`config.mk`:
```
export PLATFORM = sky130hd
export DESIGN_NAME = vga_timing_recovery
export DESIGN_NICKNAME = d
export VERILOG_FILES = /design/src/rtl/vga_timing_recovery.sv
export SDC_FILE = /design/constraint.sdc
export NUM_CORES = 1
export LEC_CHECK = 0
export ABC_AREA = 1
export BUFFER_PORTS_ARGS = -buffer_cell sky130_fd_sc_hd__buf_2
export CORE_ASPECT_RATIO = 0.9
export CORE_UTILIZATION = 50
export CTS_BUF_LIST = sky130_fd_sc_hd__clkbuf_4
export CTS_CLUSTER_DIAMETER = 120
export DETAILED_ROUTE_END_ITERATION = 16
export PLACE_DENSITY = 0.71
export SKIP_CTS_REPAIR_TIMING = 1
export SLEW_MARGIN = 40
export SYNTH_ARGS = -nofsm -noshare
export SYNTH_HDL_FRONTEND = slang
export SYNTH_SLANG_ARGS = --single-unit
export TNS_END_PERCENT = 5
```
`constraint.sdc`:
```
create_clock -name clk -period 2.56 [get_ports clk]
set_input_delay 0.256 -clock clk [delete_from_list [all_inputs] [get_ports clk]]
set_output_delay 0.256 -clock clk [all_outputs]
set_load 0.01 [all_outputs]
```
`src/rtl/vga_timing_recovery.sv`:
```
// Rebuilds hcount/vcount from a sampled hsync/vsync/hblnk/vblnk stream, acquires lock
// on the stream and reports sync/blank mismatches against the expected timing.
module vga_timing_recovery #(
  parameter int H_TOT        = 1344,
  parameter int H_BLNK_START = 1024,
  parameter int H_SYNC_START = 1048,
  parameter int H_SYNC_END   = 1184,
  parameter int V_TOT        = 806,
  parameter int V_BLNK_START = 768,
  parameter int V_SYNC_START = 771,
  parameter int V_SYNC_END   = 777,
  parameter int MISS_LIMIT   = 2
) (
  input  logic        clk,
  input  logic        rst_n,
  input  logic        hsync_in,
  input  logic        vsync_in,
  input  logic        hblnk_in,
  input  logic        vblnk_in,
  output logic [10:0] hcount_out,
  output logic [10:0] vcount_out,
  output logic        locked,
  output logic        frame_start,
  output logic        err_pulse,
  output logic [15:0] err_cnt
);

  // state     | meaning
  // ST_HUNT   | no alignment; vcount held at 0, waiting for any hsync rise
  // ST_H_ALIGN| hcount loaded once, waiting for a confirming hsync rise
  // ST_V_ALIGN| lines aligned, waiting for vsync rise at hcount 0
  // ST_LOCKED | tracking; sync events and blanking are checked every pixel
  typedef enum logic [1:0] {ST_HUNT, ST_H_ALIGN, ST_V_ALIGN, ST_LOCKED} state_t;

  localparam logic [10:0] HTOT_M1 = 11'(H_TOT - 1);
  localparam logic [10:0] VTOT_M1 = 11'(V_TOT - 1);
  localparam logic [10:0] HBS     = 11'(H_BLNK_START);
  localparam logic [10:0] HSS     = 11'(H_SYNC_START);
  localparam logic [10:0] HSE     = 11'(H_SYNC_END);
  localparam logic [10:0] VBS     = 11'(V_BLNK_START);
  localparam logic [10:0] VSS     = 11'(V_SYNC_START);
  localparam logic [10:0] VSE     = 11'(V_SYNC_END);
  localparam logic [2:0]  MISS_LIM = 3'(MISS_LIMIT);

  state_t      state_q, state_d;
  logic [2:0]  miss_q, miss_d;
  logic [10:0] h_q, h_d, v_q, v_d;
  logic        hs_q, vs_q;
  logic [10:0] hcount_q, vcount_q;
  logic        locked_q, frame_start_q, err_pulse_q;
  logic [15:0] err_cnt_q;

  logic [10:0] cur_h, cur_v;
  logic        h_rise, h_fall, v_rise, v_fall, sync_ev, sync_bad, blank_bad, err;

  // The counters name the pixel currently on the pins; the sync registers hold the
  // previous pixel, so an edge is known in the same cycle as the pixel that carries it.
  always_comb begin
    state_d   = state_q;
    miss_d    = miss_q;
    cur_h     = h_q;
    cur_v     = v_q;
    err       = 1'b0;
    h_rise    = hsync_in & ~hs_q;
    h_fall    = ~hsync_in & hs_q;
    v_rise    = vsync_in & ~vs_q;
    v_fall    = ~vsync_in & vs_q;
    sync_ev   = h_rise | h_fall | v_rise | v_fall;
    sync_bad  = (h_rise && (h_q != HSS)) ||
                (h_fall && (h_q != HSE)) ||
                (v_rise && !((h_q == 11'd0) && (v_q == VSS))) ||
                (v_fall && !((h_q == 11'd0) && (v_q == VSE)));
    blank_bad = (hblnk_in != (h_q >= HBS)) || (vblnk_in != (v_q >= VBS));

    case (state_q)
      ST_HUNT: begin
        cur_v = 11'd0;
        if (h_rise) begin
          cur_h   = HSS;
          state_d = ST_H_ALIGN;
        end
      end
      ST_H_ALIGN: begin
        if (h_rise) begin
          if (h_q == HSS) state_d = ST_V_ALIGN;
          else            cur_h   = HSS;
        end
      end
      ST_V_ALIGN: begin
        if (h_rise && (h_q != HSS)) begin
          cur_h   = HSS;
          state_d = ST_H_ALIGN;
        end else if (v_rise && (h_q == 11'd0)) begin
          cur_v   = VSS;
          state_d = ST_LOCKED;
        end
      end
      default: begin
        err = blank_bad | (sync_ev & sync_bad);
        if (sync_ev) begin
          if (sync_bad) begin
            miss_d = miss_q + 3'd1;
            if (miss_d >= MISS_LIM) begin
              miss_d  = 3'd0;
              state_d = ST_HUNT;
            end
          end else begin
            miss_d = 3'd0;
          end
        end
      end
    endcase

    if (cur_h == HTOT_M1) begin
      h_d = 11'd0;
      v_d = (cur_v == VTOT_M1) ? 11'd0 : cur_v + 11'd1;
    end else begin
      h_d = cur_h + 11'd1;
      v_d = cur_v;
    end
  end

  always_ff @(posedge clk or negedge rst_n) begin
    if (!rst_n) begin
      state_q       <= ST_HUNT;
      miss_q        <= 3'd0;
      h_q           <= 11'd0;
      v_q           <= 11'd0;
      hs_q          <= 1'b0;
      vs_q          <= 1'b0;
      hcount_q      <= 11'd0;
      vcount_q      <= 11'd0;
      locked_q      <= 1'b0;
      frame_start_q <= 1'b0;
      err_pulse_q   <= 1'b0;
      err_cnt_q     <= 16'd0;
    end else begin
      state_q       <= state_d;
      miss_q        <= miss_d;
      h_q           <= h_d;
      v_q           <= v_d;
      hs_q          <= hsync_in;
      vs_q          <= vsync_in;
      hcount_q      <= cur_h;
      vcount_q      <= cur_v;
      locked_q      <= (state_d == ST_LOCKED);
      frame_start_q <= (state_d == ST_LOCKED) && (cur_h == 11'd0) && (cur_v == 11'd0);
      err_pulse_q   <= err;
      if (err && (err_cnt_q != 16'hFFFF)) err_cnt_q <= err_cnt_q + 16'd1;
    end
  end

  assign hcount_out  = hcount_q;
  assign vcount_out  = vcount_q;
  assign locked      = locked_q;
  assign frame_start = frame_start_q;
  assign err_pulse   = err_pulse_q;
  assign err_cnt     = err_cnt_q;

endmodule

```
==> out/metrics.csv <==
metric,value,unit
status,completed,
Synth cell types,34,
share of Yosys cell area claimed by the top area cell type,45.8,%
number of synthesis warnings,0,
FF-to-FF End,v_q[5]$_DFF_PN0_,
HP Class,primary input to asynchronous set/reset pin,
Max Root-Sink Buffers,2,
Design Power,3570,µW
Detailed Route WL,9350,µm
Die Area,0.00801,mm²
core footprint,0.00722,mm²
synthesized area,0.00383,mm²
sequential share of the synthesized area,45.8,%
Setup Viol. Count Final,0,
initial antenna violation count,0,
Synth area leaders,"dfrtp_1, nand2_1, inv_1",
first-pass GRT wire length,15300,µm
row cnt,29,
crit-path max FO,7,
root buffer cell,clkbuf_4,
Die Y,85.0,µm
Clock Skew,0.0157,ns
Horiz. Die Dim,94.2,µm
Multi-input gate area,0.00181,mm²
Via density,5.22,
Mapped Cells,485,
post-synthesis register bit count,70,
Port Buffers,46,
fraction of layout cells with a size suffix above 1,24.0,%
H-tree Lvls,3,
total track usage,24.7,%
Vias,3504,
most common cell in the netlist,nand2_1,
Worst-Skew Late Latency,0.43,ns
DRT iter0 DRCs,162,
Yosys top cell by area,dfrtp_1,
most used flip-flop cell after synthesis,dfrtp_1,
# nets final,588,
worst setup path category,primary input to register,
fmax,402,MHz
Initial Util,53.0,%
antenna-violating nets left,0,
CP endpoint kind,register,
io pins,47,
Critical Path Source,hsync_in,
Overflow after GRT,0,
number of diodes,0,
clock transition at the registers of the reported paths,0.12,ns
TritonCTS Sinks,70,
RePlAce Congestion,0.922,
fin crit period,2.48,ns
final count of hold timing violations,0,
setup tns final,0,ns
worst reg2reg path startpoint,h_q[1]$_DFF_PN0_,
Least-Margin Pin Slew,0.581,ns
Syn Nets,500,
FF-to-FF path depth,15,
largest net degree at the start of global routing,33,
placed wire-length estimate,7130,µm
Tcrit/Tclk final,97.1,%
clock buffer count from CTS,9,
Max Slew Vio Count,0,
leak pwr,0.00244,µW
P&R area growth vs syn,20.4,%
MaxCap Viol Count,0,
unrepaired setup endpoints after global routing,true,
DRC Markers,0,
Fin Hold WS,0.273,ns
CTS tree,built,
synthesized area per cell,7.89,µm²
Slew headroom,61.0,%
vias in the first global route,3229,
Final Util,63.8,%
drt pass-1 iters,4,
Seq. cell area,0.00175,mm²
Worst Path Required,2.88,ns
number of flops mapped to enable cells by yosys,0,
pwr/cell area,774,mW/mm²
post-place setup slack,-0.133,ns
maximum VDD drop,0.578,mV
Layout fillers,633,
CP arrival,2.81,ns
CP startpoint kind,primary input,
Worst R2R Setup Slack,0.10,ns
Setup crit end,v_q[5]$_DFF_PN0_,
Commonest cells post-synth,"nand2_1, dfrtp_1, inv_1, nor2_1, nand4_1",
fin worst setup slack,0.0752,ns
Avg WL per Cell,13.9,µm
async set-or-reset flop fraction in the synthesized netlist,100,%
metrics by stage:
stage,std cells,area (µm²)
detailed placement,647,4360
CTS,663,4500
global route,671,4610
global placement,647,4360
finish,671,4610
floorplan,485,3830
worst min path at each step:
stage	to	slack [ns]
after floorplan	err_cnt[0]$_DFFE_PN0P_	-0.04
after global placement	hcount_out[2]$_DFF_PN0_	0.21
after detailed placement	hcount_out[2]$_DFF_PN0_	0.21
after CTS	vs_q$_DFF_PN0_	-0.26
after global routing	vs_q$_DFF_PN0_	0.29
final	vs_q$_DFF_PN0_	0.27
layer usage:
layer	GRT usage, %	wire length (µm)	part of all wire [%]
met5	0	0	0
met4	6.57	118	1.3
met3	6.54	541	5.8
met2	38.1	4310	46
met1	34.2	4380	47
flip-flops by register name (all words and copies together) (netlist names):
register,cells
err_pulse,1
vs_q,1
h_q,11
locked,1
miss_q,3
v_q,11
err_cnt,16
frame_start,1
hcount_out,11
vcount_out,11
hs_q,1
state_q,2
cell type report:
class                           instances  area share (%)
Multi-Input combinational cell        335            39.3
Sequential cell                        70            38.0
Timing Repair Buffer                   82            11.0
Inverter                               75            6.16
Tap cell                               93            2.52
Clock buffer                           10            1.63
Clock inverter                          6            1.36
where the power goes:
| group | internal (µW) | switching [µW] | leakage (µW) | total, µW |
|---|---|---|---|---|
| Combinational | 520 | 890 | 0.00146 | 1410 |
| Clock | 305 | 399 | 0.0000700 | 704 |
| Sequential | 1300 | 157 | 0.000914 | 1450 |
| Total | 2120 | 1450 | 0.00244 | 3570 |
critical path, cell delays in order:
cell	delay (ns)
dlygate4sd3_1	0.54
buf_2	0.15
ha_2	0.22
nand2_1	0.09
inv_1	0.07
a21oi_4	0.16
inv_2	0.08
nor2_1	0.11
ha_2	0.22
nand2_4	0.08
nor2_8	0.13
nand3_4	0.15
inv_4	0.10
nand4_1	0.22
o21ai_1	0.16
nor2_1	0.06
placed cells by master, fill, tap and decap left out, types with 2 or more instances in the layout:
| cell | instances |
|---|---|
| inv_2 | 8 |
| clkbuf_4 | 10 |
| o21ai_0 | 9 |
| nand3_2 | 3 |
| nand2_4 | 2 |
| a21oi_1 | 5 |
| nand4_1 | 32 |
| nand3b_1 | 4 |
| buf_4 | 33 |
| nor2_2 | 11 |
| nor2_1 | 60 |
| nand2_1 | 106 |
| o21ai_1 | 6 |
| buf_2 | 46 |
| dlygate4sd3_1 | 3 |
| dfrtp_1 | 70 |
| o21ai_2 | 2 |
| nor3_1 | 19 |
| xnor2_1 | 3 |
| ha_2 | 2 |
| clkinvlp_4 | 2 |
| or2_2 | 2 |
| nand3_1 | 21 |
| nor2_4 | 2 |
| nor4_1 | 3 |
| xor2_1 | 20 |
| ha_1 | 7 |
| inv_1 | 66 |
| nand2_2 | 7 |
cell families after synthesis:
family / count (synthesis) / synth area share, %
DFF: 70 / 45.8
xor gates and xnor gates: 23 / 5.26
and+or+nand+nor: 276 / 34.1
adders and majority gates: 9 / 2.94
AOI/OAI and AO/OA: 27 / 3.95
buffers and inverters: 80 / 8.04
No activity file was read; power rests on OpenSTA's default activity.
